File: src/rtl/cpu_defs.sv
// Constants shared by the pipeline registers and the instruction memory.
package cpu_defs;
  localparam logic [31:0] PcReset = 32'h0000_3000;
  localparam logic [31:0] Nop     = 32'h0000_0000;
  localparam int unsigned ImAw    = 12;
  localparam int unsigned ImDepth = 1 << ImAw;
endpackage

File: src/rtl/f_npc_sel.sv
// Next-PC and pending-redirect selection for the fetch stage; purely combinational.
module f_npc_sel (
  input  logic        i_we,
  input  logic [31:0] i_pc,
  input  logic        i_redirect_valid,
  input  logic [31:0] i_redirect_target,
  input  logic        i_pend_valid,
  input  logic [31:0] i_pend_target,
  output logic [31:0] o_next_pc,
  output logic        o_next_pend_valid,
  output logic [31:0] o_next_pend_target
);
  logic [31:0] w_target_aligned;

  assign w_target_aligned = i_redirect_target & ~32'd3;

  always_comb begin
    o_next_pc          = i_pc;
    o_next_pend_valid  = i_pend_valid;
    o_next_pend_target = i_pend_target;
    if (i_we) begin
      o_next_pend_valid = 1'b0;
      if (i_redirect_valid) begin
        o_next_pc = w_target_aligned;
      end else if (i_pend_valid) begin
        o_next_pc = i_pend_target;
      end else begin
        o_next_pc = i_pc + 32'd4;
      end
    end else if (i_redirect_valid) begin
      // Latest stalled redirect wins over any older pending one.
      o_next_pend_valid  = 1'b1;
      o_next_pend_target = w_target_aligned;
    end
  end
endmodule

File: src/rtl/f_fetch_unit.sv
// F-stage: PC and pending-redirect registers, imem addressing and out-of-range nop insertion.
module f_fetch_unit
  import cpu_defs::*;
#(
  parameter logic [31:0] PC_RESET = PcReset,
  parameter int unsigned IM_AW    = ImAw
) (
  input  logic             clk,
  input  logic             res,
  input  logic             F_WE,
  input  logic             redirect_valid,
  input  logic [31:0]      redirect_target,
  output logic [IM_AW-1:0] imem_addr,
  input  logic [31:0]      imem_rdata,
  output logic [31:0]      F_PC,
  output logic [31:0]      F_command,
  output logic             F_redirect_pending
);
  logic [31:0] r_pc;
  logic        r_pend_valid;
  logic [31:0] r_pend_target;
  logic [31:0] w_next_pc;
  logic        w_next_pend_valid;
  logic [31:0] w_next_pend_target;
  logic [31:0] w_off;
  logic        w_in_range;

  f_npc_sel u_npc_sel (
    .i_we               (F_WE),
    .i_pc               (r_pc),
    .i_redirect_valid   (redirect_valid),
    .i_redirect_target  (redirect_target),
    .i_pend_valid       (r_pend_valid),
    .i_pend_target      (r_pend_target),
    .o_next_pc          (w_next_pc),
    .o_next_pend_valid  (w_next_pend_valid),
    .o_next_pend_target (w_next_pend_target)
  );

  always_ff @(posedge clk) begin
    if (res) begin
      r_pc          <= PC_RESET;
      r_pend_valid  <= 1'b0;
      r_pend_target <= 32'd0;
    end else begin
      r_pc          <= w_next_pc;
      r_pend_valid  <= w_next_pend_valid;
      r_pend_target <= w_next_pend_target;
    end
  end

  // Byte offset must be non-negative and fit in IM_AW word-address bits.
  assign w_off      = r_pc - PC_RESET;
  assign w_in_range = (r_pc >= PC_RESET) && ((w_off >> (IM_AW + 2)) == 32'd0);

  assign imem_addr          = w_off[IM_AW+1:2];
  assign F_command          = w_in_range ? imem_rdata : Nop;
  assign F_PC               = r_pc;
  assign F_redirect_pending = r_pend_valid;
endmodule

File: config.mk
export PLATFORM = sky130hd
export DESIGN_NAME = f_fetch_unit
export DESIGN_NICKNAME = d
export VERILOG_FILES = /design/src/rtl/cpu_defs.sv /design/src/rtl/f_npc_sel.sv /design/src/rtl/f_fetch_unit.sv
export SDC_FILE = /design/constraint.sdc
export NUM_CORES = 1
export LEC_CHECK = 0
export ABC_AREA = 1
export CORE_UTILIZATION = 50
export DETAILED_ROUTE_END_ITERATION = 7
export GPL_TIMING_DRIVEN = 0
export PLACE_DENSITY = 0.95
export REMOVE_ABC_BUFFERS = 1
export SYNTH_ARGS = -nofsm -noshare
export SYNTH_HDL_FRONTEND = slang
export SYNTH_SLANG_ARGS = --single-unit
File: constraint.sdc
create_clock -name clk -period 6.5 [get_ports clk]
set_input_delay 1.625 -clock clk [delete_from_list [all_inputs] [get_ports clk]]
set_output_delay 1.625 -clock clk [all_outputs]
set_load 0.02 [all_outputs]
==> flow_summary.html <==
<table>
<tr><th>Metric</th><th>Value</th></tr>
<tr><th colspan="2">Critical path</th></tr>
<tr><td>Arrival time reported for the critical path endpoint</td><td>3.31 ns</td></tr>
<tr><td>Crit path required time</td><td>4.88 ns</td></tr>
<tr><td>Critical path type</td><td>flip-flop to output pin</td></tr>
<tr><td>Worst Setup Start Kind</td><td>flip-flop</td></tr>
<tr><td>Number of cell instances on the worst register-to-register path</td><td>5</td></tr>
<tr><td>Critical path capture point type</td><td>output pin</td></tr>
<tr><td>CP max FO</td><td>32</td></tr>
<tr><th colspan="2">Pwr</th></tr>
<tr><td>Clock share of power</td><td>34.3%</td></tr>
<tr><td>Worst IR Drop VDD</td><td>0.121 mV</td></tr>
<tr><td>Static Leak</td><td>2.58 nW</td></tr>
<tr><td>Net Sw Frac</td><td>32.6%</td></tr>
<tr><td>Share of total power in sequential cells</td><td>39.3%</td></tr>
<tr><td>Power Dens Cells</td><td>183 mW/mm²</td></tr>
<tr><td>Cell internal power dissipation</td><td>0.000753 W</td></tr>
<tr><td>Combinational power share</td><td>26.4%</td></tr>
<tr><td>NetSw</td><td>0.000364 W</td></tr>
<tr><th colspan="2">Timing</th></tr>
<tr><td>Fin Clk Skew</td><td>0.00685 ns</td></tr>
<tr><td>Hold Fails Final Rpt</td><td>0</td></tr>
<tr><td>Total negative slack</td><td>0 ns</td></tr>
<tr><td>Total setup violations reported at the end of the flow</td><td>0</td></tr>
<tr><td>Relative slew slack</td><td>4.94%</td></tr>
<tr><td>Minimum period implied by the final worst setup slack</td><td>4.94 ns</td></tr>
<tr><td>Fin crit share</td><td>76.0%</td></tr>
<tr><td>Setup repair after global routing missed its margin</td><td>no</td></tr>
<tr><td>Worst hold-check slack</td><td>0.476 ns</td></tr>
<tr><td>Worst Max-Slew Pin Slew</td><td>1.42 ns</td></tr>
<tr><td>Maximum clock rate</td><td>202 MHz</td></tr>
<tr><td>Final slew viol count</td><td>0</td></tr>
<tr><th colspan="2">Floorplanning</th></tr>
<tr><td>Die width</td><td>98.1 µm</td></tr>
<tr><td>Total die area</td><td>0.00961 mm²</td></tr>
<tr><td>Die Y-Extent</td><td>98.1 µm</td></tr>
<tr><td>Top Ports</td><td>145</td></tr>
<tr><td>Effective utilization at floorplan</td><td>52.4%</td></tr>
<tr><td>Area of the core</td><td>0.00881 mm²</td></tr>
<tr><td>Core Rows</td><td>34</td></tr>
<tr><th colspan="2">Drt</th></tr>
<tr><td>Vias</td><td>5264</td></tr>
<tr><td>Routed length per placed instance</td><td>14.1 µm</td></tr>
<tr><td>Detailed route wirelength on metal2</td><td>6500 µm</td></tr>
<tr><td>Overall routed net length</td><td>13800 µm</td></tr>
<tr><td>Met1 WL</td><td>5580 µm</td></tr>
<tr><td>Initial drt markers</td><td>360</td></tr>
<tr><td>Number of remaining DRC errors</td><td>17</td></tr>
<tr><td>Number of nets with antenna violations after routing</td><td>0</td></tr>
<tr><td>Number of iterations in the first detailed-routing pass</td><td>8</td></tr>
<tr><td>Post-detailed-route via-to-cell ratio</td><td>5.39</td></tr>
<tr><td>Top layer used by detailed routing</td><td>met4</td></tr>
<tr><td>Metal3 WL</td><td>1340 µm</td></tr>
<tr><th colspan="2">Cells and area</th></tr>
<tr><td>Net total in the final layout</td><td>934</td></tr>
<tr><td>Layout overhead on the synthesized area</td><td>32.4%</td></tr>
<tr><td>Share of layout cells above drive strength 1</td><td>8.18%</td></tr>
<tr><td>Final Instance Count excl. Fillers</td><td>976</td></tr>
<tr><td>Final antenna diode count</td><td>0</td></tr>
<tr><th colspan="2">CTS</th></tr>
<tr><td>Buffer cell driving the clock tree root</td><td>sky130_fd_sc_hd__clkbuf_8</td></tr>
<tr><td>Setup repair bufs after CTS</td><td>0</td></tr>
<tr><td>TritonCTS buffer count</td><td>9</td></tr>
<tr><td>Post-CTS sizing</td><td>0</td></tr>
<tr><td>TritonCTS clock tree</td><td>built</td></tr>
<tr><td>Sinks on the clock net</td><td>61</td></tr>
<tr><td>Maximum level of the CTS H-tree</td><td>3</td></tr>
<tr><td>Clock insertion delay at the later pin of the skew report</td><td>0.35 ns</td></tr>
<tr><td>Deepest clock path buffer count</td><td>2</td></tr>
<tr><td>CTS Hold Buffers Added</td><td>0</td></tr>
<tr><td>Register clock-pin slew on the reported worst setup and hold paths</td><td>0.07 ns</td></tr>
<tr><th colspan="2">GRT</th></tr>
<tr><td>Antenna violations before repair</td><td>0</td></tr>
<tr><td>Global-route congestion overflow total</td><td>0</td></tr>
<tr><td>Vias in the first global route</td><td>4943</td></tr>
<tr><td>GRT Resource Usage Total</td><td>29.4%</td></tr>
<tr><td>Pin count of the biggest net entering global routing</td><td>36</td></tr>
<tr><td>First-pass GRT wire length</td><td>23100 µm</td></tr>
<tr><th colspan="2">Synthesis</th></tr>
<tr><td>Leading cell types by count after synthesis</td><td>200 x sky130_fd_sc_hd__nand2_1, 120 x sky130_fd_sc_hd__nor2_1, 79 x sky130_fd_sc_hd__inv_1, 61 x sky130_fd_sc_hd__dfxtp_1, 58 x sky130_fd_sc_hd__a21oi_1</td></tr>
<tr><td>Share of the yosys chip area belonging to registers</td><td>26.5%</td></tr>
<tr><td>Mean post-synth cell area</td><td>6.11 µm²</td></tr>
<tr><td>Synth area leaders</td><td>sky130_fd_sc_hd__dfxtp_1 26%, sky130_fd_sc_hd__nand2_1 16%, sky130_fd_sc_hd__nor2_1 9.8%</td></tr>
<tr><td>Most instantiated library cell after synthesis</td><td>sky130_fd_sc_hd__nand2_1</td></tr>
<tr><td>Area share of the leading cell type in the synthesized netlist</td><td>26.5%</td></tr>
<tr><td>Number of enable flip-flop cells after synthesis</td><td>0</td></tr>
<tr><td>Post-synth top flop</td><td>sky130_fd_sc_hd__dfxtp_1</td></tr>
<tr><td>Biggest area consumer among synthesized cells</td><td>sky130_fd_sc_hd__dfxtp_1</td></tr>
<tr><td>Cells after Synth</td><td>755</td></tr>
<tr><td>Number of distinct library cells after synthesis</td><td>36</td></tr>
<tr><td>Yosys Warn Count</td><td>0</td></tr>
<tr><td>Count of state elements after synthesis</td><td>61</td></tr>
<tr><td>Cell area after synthesis</td><td>0.00461 mm²</td></tr>
<tr><td>Synth async-reset ratio</td><td>0%</td></tr>
<tr><th colspan="2">Flow run</th></tr>
<tr><td>Maximum capacitance violations</td><td>0</td></tr>
<tr><th colspan="2">Worst hold path</th></tr>
<tr><td>Class of the most critical hold timing path</td><td>flip-flop to flip-flop</td></tr>
<tr><td>Cell depth of the worst min-delay path</td><td>2</td></tr>
<tr><th colspan="2">Placement</th></tr>
<tr><td>IO buf count</td><td>140</td></tr>
<tr><td>Number of instances in the placed design</td><td>960</td></tr>
<tr><td>Post-DP HPWL</td><td>10100 µm</td></tr>
<tr><td>Routability cong.</td><td>0.960</td></tr>
<tr><th colspan="2">Run status</th></tr>
<tr><td>Status</td><td>complete, but fails checks</td></tr>
<tr><td>Violations in the final reports</td><td>design-rule violations</td></tr>
</table>
==> area by class of cell <==
| type | instances | area, µm² |
|---|---|---|
| clock buffer | 10 | 138 |
| tap | 108 | 135 |
| sequential | 61 | 1220 |
| timing repair buffer | 141 | 1420 |
| multi-input combinational | 568 | 2800 |
| inverter | 82 | 308 |
| fill | 737 | 2700 |
| clock inverter | 6 | 86.3 |
==> power groups by stage <==
stage	Clock, W	Combinational, W	Sequential (W)
final	0.000383	0.000295	0.000439
after global placement	0	0.000285	0.000444
after global routing	0.000404	0.000324	0.000443
after detailed placement	0	0.000293	0.000445
after floorplan	0	0.000148	0.000455
after CTS	0.000384	0.000295	0.000437
==> stage by stage <==
step | utilization, % | power, W | instance area, µm² | worst slack, ns
floorplan | - | 0.000603 | 4330 | 2.58
global placement | 66.6 | 0.000729 | 5870 | 0.398
detailed placement | 66.8 | 0.000738 | 5880 | 1.77
CTS | 69.4 | 0.00112 | 6110 | 1.57
global route | 69.4 | 0.00117 | 6110 | 1.30
finish | 69.4 | 0.00112 | 6110 | 1.56
==> layer usage <==
metal / vias to the layer above / GRT usage [%]
li1: 2595 / -
met1: 2347 / 35.6
met2: 290 / 49.7
met3: 32 / 6.08
met4: 0 / 13.9
met5: - / 0
==> state kept, by name, summed over array words and instances, names as in the netlist <==
name,count
r_pend_target,30
F_PC,30
F_redirect_pending,1
==> cells by family (layout without fill, tap and decap cells) <==
family          after synthesis  in the layout  synth area share [%]
simple gates                439            439                  45.1
fa+ha+maj                     3              3                 0.814
other cells                   1              2                0.0813
xor+xnor                      7              7                  1.33
buf+inv                     127            239                  12.9
compound gates              117            117                  13.3
flops                        61             61                  26.5
==> placed cells by master, fill, tap and decap left out, types with 37 or more instances in the layout <==
| master | n |
|---|---|
| sky130_fd_sc_hd__inv_1 | 79 |
| sky130_fd_sc_hd__nand3_1 | 43 |
| sky130_fd_sc_hd__nor2_4 | 37 |
| sky130_fd_sc_hd__o21ai_0 | 46 |
| sky130_fd_sc_hd__nor2_1 | 119 |
| sky130_fd_sc_hd__a21oi_1 | 58 |
| sky130_fd_sc_hd__clkdlybuf4s50_1 | 140 |
| sky130_fd_sc_hd__dfxtp_1 | 61 |
| sky130_fd_sc_hd__nand2_1 | 200 |
==> critical path: stages, from the launching register on <==
cell and delay (ns):
sky130_fd_sc_hd__dfxtp_1 0.53, sky130_fd_sc_hd__ha_1 0.29, sky130_fd_sc_hd__inv_1 0.11, sky130_fd_sc_hd__nand3_1 0.12, sky130_fd_sc_hd__nand2_1 0.06, sky130_fd_sc_hd__nand2_1 0.07
sky130_fd_sc_hd__nand3_1 0.09, sky130_fd_sc_hd__nor2_2 0.12, sky130_fd_sc_hd__nand2_1 0.09, sky130_fd_sc_hd__nor2_4 0.11, sky130_fd_sc_hd__nand2_4 0.44, sky130_fd_sc_hd__nor2_4 0.28
sky130_fd_sc_hd__clkdlybuf4s50_1 0.64
==> final timing paths <==
kind | startpoint | to | slack (ns)
worst min-delay path | r_pend_target[16]$_SDFFE_PP0P_ | r_pend_target[16]$_SDFFE_PP0P_ | 0.48
worst min register to register | r_pend_target[16]$_SDFFE_PP0P_ | r_pend_target[16]$_SDFFE_PP0P_ | 0.48
worst max register to register | F_redirect_pending$_SDFFE_PP0P_ | F_PC[10]$_SDFFE_PP0P_ | 3.83
worst max-delay path | F_PC[12]$_SDFFE_PP1P_ | F_command[9] | 1.56
Note: power is estimated with default switching activity, not from simulation.
